[src/rtl/func_rr_scheduler_pkg.sv]
// rtl/func_rr_scheduler_pkg.sv - shared widths and state encoding for the round-robin FU scheduler
package func_rr_scheduler_pkg;

  localparam int FU_Y_W = 13;
  localparam int OP_W   = 8;

  typedef enum logic [2:0] {
    ST_IDLE  = 3'd0,
    ST_GRANT = 3'd1,
    ST_ISSUE = 3'd2,
    ST_RUN   = 3'd3,
    ST_DONE  = 3'd4,
    ST_TEST  = 3'd5
  } state_e;

endpackage

[src/rtl/func_rr_scheduler_rr_pick.sv]
// rtl/func_rr_scheduler_rr_pick.sv - combinational round-robin pick: first set request at or above ptr, with wrap
module func_rr_scheduler_rr_pick
  import func_rr_scheduler_pkg::*;
#(
  parameter int NUM_REQ = 4,
  parameter int IDX_W   = $clog2(NUM_REQ)
) (
  input  logic [NUM_REQ-1:0] req,
  input  logic [IDX_W-1:0]   ptr,
  output logic [NUM_REQ-1:0] onehot,
  output logic [IDX_W-1:0]   idx,
  output logic               valid
);

  logic [IDX_W-1:0] cand;

  always_comb begin
    onehot = '0;
    idx    = '0;
    valid  = 1'b0;
    cand   = '0;
    for (int i = 0; i < NUM_REQ; i++) begin
      cand = IDX_W'((int'(ptr) + i) % NUM_REQ);
      if (!valid && req[cand]) begin
        valid        = 1'b1;
        idx          = cand;
        onehot[cand] = 1'b1;
      end
    end
  end

endmodule

[src/rtl/func_rr_scheduler.sv]
// rtl/func_rr_scheduler.sv - time-shares one FU between NUM_REQ requesters with round-robin arbitration and self-test priority
module func_rr_scheduler
  import func_rr_scheduler_pkg::*;
#(
  parameter int NUM_REQ  = 4,
  parameter int ISSUE_TO = 64,
  parameter int RUN_TO   = 4096
) (
  input  logic                    clk_i,
  input  logic                    rst_i,
  input  logic [NUM_REQ-1:0]      req_i,
  input  logic [OP_W*NUM_REQ-1:0] a_i,
  input  logic [OP_W*NUM_REQ-1:0] b_i,
  input  logic                    test_req_i,
  output logic [NUM_REQ-1:0]      gnt_o,
  output logic [NUM_REQ-1:0]      done_o,
  output logic                    err_o,
  output logic [FU_Y_W-1:0]       y_o,
  output logic                    busy_o,
  output logic                    fu_start_o,
  output logic                    fu_test_o,
  output logic [OP_W-1:0]         fu_a_o,
  output logic [OP_W-1:0]         fu_b_o,
  input  logic                    fu_busy_i,
  input  logic [FU_Y_W-1:0]       fu_y_i
);

  localparam int IDX_W  = $clog2(NUM_REQ);
  localparam int MAX_TO = (ISSUE_TO > RUN_TO) ? ISSUE_TO : RUN_TO;
  localparam int CNT_W  = $clog2(MAX_TO) + 1;
  localparam logic [CNT_W-1:0] ISSUE_LAST = CNT_W'(ISSUE_TO - 1);
  localparam logic [CNT_W-1:0] RUN_LAST   = CNT_W'(RUN_TO - 1);

  state_e              state, state_nxt;
  logic [IDX_W-1:0]    ptr;
  logic [IDX_W-1:0]    win;
  logic [NUM_REQ-1:0]  win_oh;
  logic                test_op;
  logic                to_flag;
  logic [CNT_W-1:0]    cnt;
  logic                hit_to;
  logic                capture;
  logic [NUM_REQ-1:0]  pick_onehot;
  logic [IDX_W-1:0]    pick_idx;
  logic                pick_valid;

  func_rr_scheduler_rr_pick #(
    .NUM_REQ (NUM_REQ),
    .IDX_W   (IDX_W)
  ) u_rr_pick (
    .req    (req_i),
    .ptr    (ptr),
    .onehot (pick_onehot),
    .idx    (pick_idx),
    .valid  (pick_valid)
  );

  always_comb begin
    state_nxt = state;
    hit_to    = 1'b0;
    capture   = 1'b0;
    case (state)
      ST_IDLE: begin
        if (test_req_i)      state_nxt = ST_TEST;
        else if (pick_valid) state_nxt = ST_GRANT;
      end
      ST_TEST:  state_nxt = ST_ISSUE;
      ST_GRANT: state_nxt = ST_ISSUE;
      ST_ISSUE: begin
        if (fu_busy_i) begin
          state_nxt = ST_RUN;
        end else if (cnt == ISSUE_LAST) begin
          hit_to    = 1'b1;
          state_nxt = ST_DONE;
        end
      end
      ST_RUN: begin
        if (!fu_busy_i) begin
          capture   = 1'b1;
          state_nxt = ST_DONE;
        end else if (cnt == RUN_LAST) begin
          hit_to    = 1'b1;
          state_nxt = ST_DONE;
        end
      end
      ST_DONE:  state_nxt = ST_IDLE;
      default:  state_nxt = ST_IDLE;
    endcase
  end

  always_ff @(posedge clk_i or negedge rst_i) begin
    if (!rst_i) begin
      state   <= ST_IDLE;
      ptr     <= '0;
      win     <= '0;
      win_oh  <= '0;
      test_op <= 1'b0;
      to_flag <= 1'b0;
      cnt     <= '0;
      y_o     <= '0;
      fu_a_o  <= '0;
      fu_b_o  <= '0;
    end else begin
      state <= state_nxt;
      // The counter only runs while waiting on the FU; any state change restarts it.
      if ((state == ST_ISSUE || state == ST_RUN) && state_nxt == state) cnt <= cnt + 1'b1;
      else                                                              cnt <= '0;
      if (hit_to)                 to_flag <= 1'b1;
      else if (state == ST_DONE)  to_flag <= 1'b0;
      if (state == ST_IDLE) test_op <= (state_nxt == ST_TEST);
      if (state == ST_IDLE && state_nxt == ST_GRANT) begin
        win    <= pick_idx;
        win_oh <= pick_onehot;
        fu_a_o <= a_i[pick_idx*OP_W +: OP_W];
        fu_b_o <= b_i[pick_idx*OP_W +: OP_W];
      end
      if (capture) y_o <= fu_y_i;
      if (state == ST_DONE && !test_op)
        ptr <= (win == IDX_W'(NUM_REQ - 1)) ? '0 : win + 1'b1;
    end
  end

  assign busy_o     = (state != ST_IDLE);
  assign fu_start_o = (state == ST_ISSUE);
  assign fu_test_o  = (state == ST_TEST);
  assign err_o      = (state == ST_DONE) && to_flag;
  // Self-test passes reuse ISSUE/RUN/DONE but never show a grant or done to requesters.
  assign gnt_o  = (!test_op && (state == ST_GRANT || state == ST_ISSUE ||
                                state == ST_RUN   || state == ST_DONE)) ? win_oh : '0;
  assign done_o = (!test_op && state == ST_DONE) ? win_oh : '0;

endmodule

[config.mk]
export PLATFORM = sky130hd
export DESIGN_NAME = func_rr_scheduler
export DESIGN_NICKNAME = d
export VERILOG_FILES = /design/src/rtl/func_rr_scheduler_pkg.sv /design/src/rtl/func_rr_scheduler_rr_pick.sv /design/src/rtl/func_rr_scheduler.sv
export SDC_FILE = /design/constraint.sdc
export NUM_CORES = 1
export LEC_CHECK = 0
export CORE_ASPECT_RATIO = 0.75
export CORE_UTILIZATION = 45
export DETAILED_ROUTE_END_ITERATION = 8
export PLACE_DENSITY = 0.79
export SYNTH_ARGS = -nofsm -noshare
export SYNTH_HDL_FRONTEND = slang
export SYNTH_HIERARCHICAL = 1
export SYNTH_SLANG_ARGS = --single-unit
[constraint.sdc]
create_clock -name clk_i -period 9.4 [get_ports clk_i]
set_input_delay 2.35 -clock clk_i [delete_from_list [all_inputs] [get_ports clk_i]]
set_output_delay 2.35 -clock clk_i [all_outputs]
set_load 0.02 [all_outputs]
==> results.json, run 1 <==
{
  "initial_core_util_pct": 47.4,
  "layout.nets": 472,
  "worstPathRequired_ps": 9590,
  "min_from": "cnt[0]",
  "numCtsBuffers": 5,
  "clock_skew_ps": 6.34,
  "cp_slowest_cell": "a32o_1",
  "path_cells": "clkdlybuf4s50_1 > mux4_2 > o311ai_0 > a32o_1 > mux4_2 > mux2_2",
  "gp_congestion": 0.783,
  "antenna_cells": 0,
  "yosys_warnings": 6,
  "dr.pass1.iters": 4,
  "grt_pass1_vias": 2537,
  "finalHoldViolations": 0,
  "synthCells": 260,
  "leakage_nw": 1.84,
  "drive_above_1_share_pct": 21.8,
  "cts_repair_resize_count": 0,
  "row_count": 26,
  "fin_crit_sh_pct": 55.6,
  "clock_latency_ps": 300,
  "fmax_mhz": 191,
  "synth_edf_count": 0,
  "worstSetupPathType": "in2reg",
  "p_per_area_nw_per_um2": 302,
  "grt_usage_pct": 20.7,
  "holdPathStages": 1,
  "slew_viol_final": 0,
  "setup-violations-final": 0,
  "routed_wl_um": 7710,
  "cts.path.max_buffers": 2,
  "arrival_ps": 5420,
  "hold_buffers": 0,
  "drtAntennaViolNets": 0,
  "grt_max_degree": 56,
  "timing.slew.headroom_pct": 27.7,
  "syn_area_um2": 3300,
  "r2r_end": "fu_b_o[7]",
  "slowest_delay_ps": 800,
  "vias_per_cell": 5.37,
  "synth.distinct_cells": 47,
  "clock_sinks": 55,
  "rrSetupSlack_ps": 5580,
  "finalSetupTns_ps": 0,
  "drc": 0,
  "area_growth_syn_to_layout_pct": 42.2,
  "die_w_um": 101,
  "grt_setup_unrepaired": "no",
  "startpoint_type": "input port",
  "final_cell_mix": "clkdlybuf4s50_1 (124), dfrtp_1 (55), mux2_2 (40)",
  "peakVddDrop_v": 0.000150,
  "async_flop_share_pct": 100,
  "grt_overflow": 0,
  "hp-class": "reg2reg",
  "tightestPinTransition_ps": 1080,
  "fin_crit_ps": 5230,
  "path_max_fanout": 17,
  "status": "finished clean",
  "synth_nets": 352,
  "vias": 2567,
  "wl_per_cell_um": 16.1,
  "pre_cts_ws_ps": 3820,
  "ys_seq_area_share_pct": 41.7,
  "coreArea_um2": 6960,
  "die_y_um": 76.1,
  "synth_flop_cell": "dfrtp_1",
  "hpwl_um": 5770,
  "grt_pass1_wl_um": 12600,
  "clk_pin_slew_worst_paths_ps": 100,
  "r2r_start": "ptr[0]",
  "endpoint_kind": "flop",
  "cap_viol_max_count": 0,
  "cts_setup_buffers": 0,
  "crit_top_cell": "mux4_2",
  "io_pins": 126,
  "timing.final.ws_setup_ps": 4170,
  "port_buffers": 125,
  "reg2reg_depth": 7,
  "ys_ff_latch": 55,
  "ctsHtreeMaxLevel": 2,
  "hold-path-endpoint": "cnt[0]",
  "tritoncts": "yes",
  "final_common_cell": "clkdlybuf4s50_1",
  "syn-mean-instance-area_um2": 12.7,
  "grt_antenna_before_repair": 0,
  "dieArea_um2": 7680,
  "drt_iter0_markers": 94,
  "cts_root_buf": "clkbuf_8"
}
-- through the flow --
step / util, % / std cells / total power, mW / area, um2 / hold WS (ps)
2_1_floorplan: - / 260 / 1.01 / 3300 / 455
3_3_place_gp: 66.1 / 471 / 1.27 / 4600 / 477
3_5_place_dp: 66.1 / 471 / 1.30 / 4600 / 484
4_1_cts: 67.4 / 478 / 1.43 / 4690 / 500
5_1_grt: 67.4 / 478 / 1.52 / 4690 / 523
6_report: 67.4 / 478 / 1.42 / 4690 / 499
-- worst max path at each step --
| stage | end | slack [ps] | cells after the start | startpoint |
|---|---|---|---|---|
| floorplan | fu_a_o[0] | 4640 | 8 | req_i[2] |
| global placement | fu_b_o[7] | 4000 | 6 | req_i[2] |
| detailed placement | fu_b_o[7] | 3820 | 6 | req_i[2] |
| CTS | fu_b_o[7] | 4170 | 6 | req_i[2] |
| global route | fu_a_o[7] | 4050 | 6 | req_i[3] |
| finish | fu_b_o[7] | 4170 | 6 | req_i[2] |
-- cells in the mapped netlist, types with 2 or more instances --
master	n	area share, %
nor2b_1	2	0.38
clkbuf_1	3	0.34
buf_4	3	0.68
mux2_2	40	14
nor4_4	2	1.3
ha_1	7	2.7
o21ai_0	7	1.1
nor3_1	20	3.0
dfrtp_1	55	42
buf_2	5	0.76
nor2_1	8	0.91
nand3_1	9	1.4
nand4_1	2	0.38
xor2_1	2	0.53
a22oi_1	9	2.0
nand2b_1	3	0.57
nand2_1	9	1.0
nand3b_1	2	0.46
inv_1	7	0.80
xnor2_1	8	2.1
mux4_1	2	1.6
and2_1	8	1.5
nor4_1	3	0.57
nor3b_1	2	0.46
buf_6	3	1.0
mux4_2	18	12
-- registers in the layout, summed over array words and instances, names as in the netlist --
| signal | cells |
|---|---|
| cnt | 13 |
| fu_a_o | 8 |
| fu_b_o | 8 |
| ptr | 2 |
| state | 3 |
| test_op | 1 |
| to_flag | 1 |
| win | 2 |
| win_oh | 4 |
| y_o | 13 |
-- kinds of logic after synthesis --
kind of cell | share of synthesized area [%]
XOR/XNOR | 2.66
flip-flops | 41.7
AO/OA/AOI/OAI | 5.61
buffers and inverters | 3.60
multiplexers | 27.8
AND/OR/NAND/NOR | 15.9
adder cells (fa/ha/maj) | 2.66
-- area by class of cell --
cell class                 count  area, um2
tap                           98        123
timing repair buffer         127       1260
clock inverter                 1       5.00
fill                         561       2270
multi-input combinational    184       1820
sequential                    55       1380
clock buffer                   6       82.6
inverter                       7       26.3
-- metal layers --
metal	GRT usage (%)	vias to the layer above	share of wire (%)
li1	-	1225	-
met5	0	-	0
met2	34.7	81	48
met3	3.94	2	6.4
met4	3.19	0	0.31
met1	28.6	1259	45
-- report_power, final --
part	switching (mW)	leakage (nW)	internal [mW]
Clock	0.0738	0.0470	0.0581
Combinational	0.411	1.10	0.467
Sequential	0.0776	0.689	0.329
-- critical path, delay by kind of cell --
kind	cells	cell delay (ps)
buffers and inverters	1	480
AO/OA/AOI/OAI	2	1260
multiplexers	3	1330
Power figures use the tool's default switching activity.
==> run 2: changes to the inputs <==
==> constraint.sdc (replaced) <==
create_clock -name clk_i -period 5.1 [get_ports clk_i]
set_input_delay 1.275 -clock clk_i [delete_from_list [all_inputs] [get_ports clk_i]]
set_output_delay 1.275 -clock clk_i [all_outputs]
set_load 0.02 [all_outputs]
==> run 2 against run 1 <==
  * Clock skew is 5.6 ps higher
  * Sequential share of layout area is 0.078 points lower
  * Sequential power is 84% higher
  * Utilization is 0.18 points higher
  * Routed wire length is 1.7% lower
  * Global-route usage is 0.37 points lower
  * Die area stayed put
  * Flip-flop and latch count stayed put
  * Critical endpoint is now fu_a_o[0]
==> results.json, run 2 (synthesized netlist as in run 1, its figures left out) <==
{
  "dp.cells": 472,
  "initial_core_util_pct": 47.4,
  "leakage_nw": 1.84,
  "tritoncts": "yes",
  "cts_repair_resize_count": 0,
  "peakVddDrop_v": 0.000289,
  "r2r_start": "ptr[0]",
  "clock_latency_ps": 310,
  "die_w_um": 101,
  "drc": 0,
  "path_buf_inv": 3,
  "ctsHtreeMaxLevel": 2,
  "grt_overflow": 0,
  "final_cells": 480,
  "worstSetupPathType": "in2reg",
  "fin_crit_ps": 4080,
  "setup-violations-final": 0,
  "worstPathRequired_ps": 5320,
  "io_pins": 126,
  "port_buffers": 125,
  "total_power_mw": 2.61,
  "routed_wl_um": 7580,
  "grt_max_degree": 56,
  "p_per_area_nw_per_um2": 554,
  "grt_setup_unrepaired": "no",
  "vias": 2559,
  "path_max_fanout": 9,
  "fin_crit_sh_pct": 79.9,
  "hold-path-endpoint": "cnt[0]",
  "hpwl_um": 5720,
  "min_from": "cnt[0]",
  "cap_viol_max_count": 0,
  "finalSetupTns_ps": 0,
  "status": "finished clean",
  "row_count": 26,
  "path_cells": "clkdlybuf4s50_1 > mux4_1 > inv_1 > a21oi_1 > o31ai_4 > buf_4 > mux4_2 > mux2_2",
  "layout.nets": 473,
  "clock_sinks": 55,
  "hold_buffers": 0,
  "timing.slew.headroom_pct": 41.3,
  "slowest_delay_ps": 610,
  "slew_viol_final": 0,
  "gp_congestion": 0.786,
  "fin_area_um2": 4700,
  "cts_setup_buffers": 0,
  "vias_per_cell": 5.33,
  "grt_usage_pct": 20.4,
  "reg2reg_depth": 9,
  "cts.path.max_buffers": 2,
  "coreArea_um2": 6960,
  "wl_per_cell_um": 15.8,
  "grt_antenna_before_repair": 0,
  "holdPathStages": 1,
  "final_cell_mix": "clkdlybuf4s50_1 (124), dfrtp_1 (55), mux2_2 (40)",
  "reg.largest.list": "cnt x13, y_o x13",
  "rrSetupSlack_ps": 1360,
  "area_growth_syn_to_layout_pct": 42.6,
  "cp_slowest_cell": "mux4_1",
  "hp-class": "reg2reg",
  "endpoint_kind": "flop",
  "dieArea_um2": 7680,
  "numCtsBuffers": 5,
  "arrival_ps": 4290,
  "final_common_cell": "clkdlybuf4s50_1",
  "tightestPinTransition_ps": 880,
  "drt_iter0_markers": 122,
  "startpoint_type": "input port",
  "grt_pass1_wl_um": 12300,
  "drtAntennaViolNets": 0,
  "post_dp_cell_area_um2": 4610,
  "cts_root_buf": "clkbuf_8",
  "clk_pin_slew_worst_paths_ps": 110,
  "die_y_um": 76.1,
  "dr.pass1.iters": 4,
  "antenna_cells": 0,
  "clock_skew_ps": 12.0,
  "crit_family": "multiplexers",
  "fmax_mhz": 245,
  "r2r_end": "fu_a_o[0]",
  "drive_above_1_share_pct": 22.3,
  "finalHoldViolations": 0,
  "grt_pass1_vias": 2472
}
## run 2: changes by cell type in the layout (fill, tap and decap cells not counted), sizes merged
cell,delta
buf,+1
clkbuf,-1
clkinvlp,+1
inv,+1
## run 2: worst max path at each step
stage / start / to / cells past startpoint
floorplan: req_i[2] / fu_a_o[0] / 8
global placement: req_i[3] / fu_a_o[1] / 8
detailed placement: req_i[3] / fu_a_o[6] / 8
CTS: req_i[3] / fu_a_o[6] / 8
global route: req_i[3] / fu_a_o[4] / 8
finish: req_i[3] / fu_a_o[0] / 8
## run 2: through the flow
stage,setup slack (ps),hold slack [ps],util (%)
after floorplan,1410,455,-
after global placement,724,477,66.2
after detailed placement,612,485,66.2
after CTS,958,505,67.6
after global routing,804,525,67.6
final,1020,502,67.6
## run 2: per-layer routing
layer,track usage [%],up-vias,routed length [um]
li1,-,1223,-
met3,3.12,5,442
met5,0,-,0
met1,29.7,1250,3480
met2,32.2,81,3610
met4,4.35,0,57
## run 2: layout make-up
class	count	area, um2
tap	98	123
clock inverter	3	23.8
multi-input combinational	184	1820
sequential	55	1380
fill	543	2260
timing repair buffer	128	1270
clock buffer	5	68.8
inverter	7	26.3
## run 2: worst reg2reg max path: stages (launching register included)
cell and delay (ps):
dfrtp_1 720, inv_1 190, ha_1 420, mux4_2 470, and2b_2 320, o21ai_0 160, o31ai_4 250, buf_4 330
mux4_2 520, mux2_2 270
## run 2: power breakdown
part	leakage [nW]	switching (mW)	internal, mW	total, mW
Sequential	0.689	0.141	0.607	0.748
Combinational	1.11	0.743	0.861	1.60
Clock	0.0461	0.154	0.0996	0.254
Total	1.84	1.04	1.57	2.61
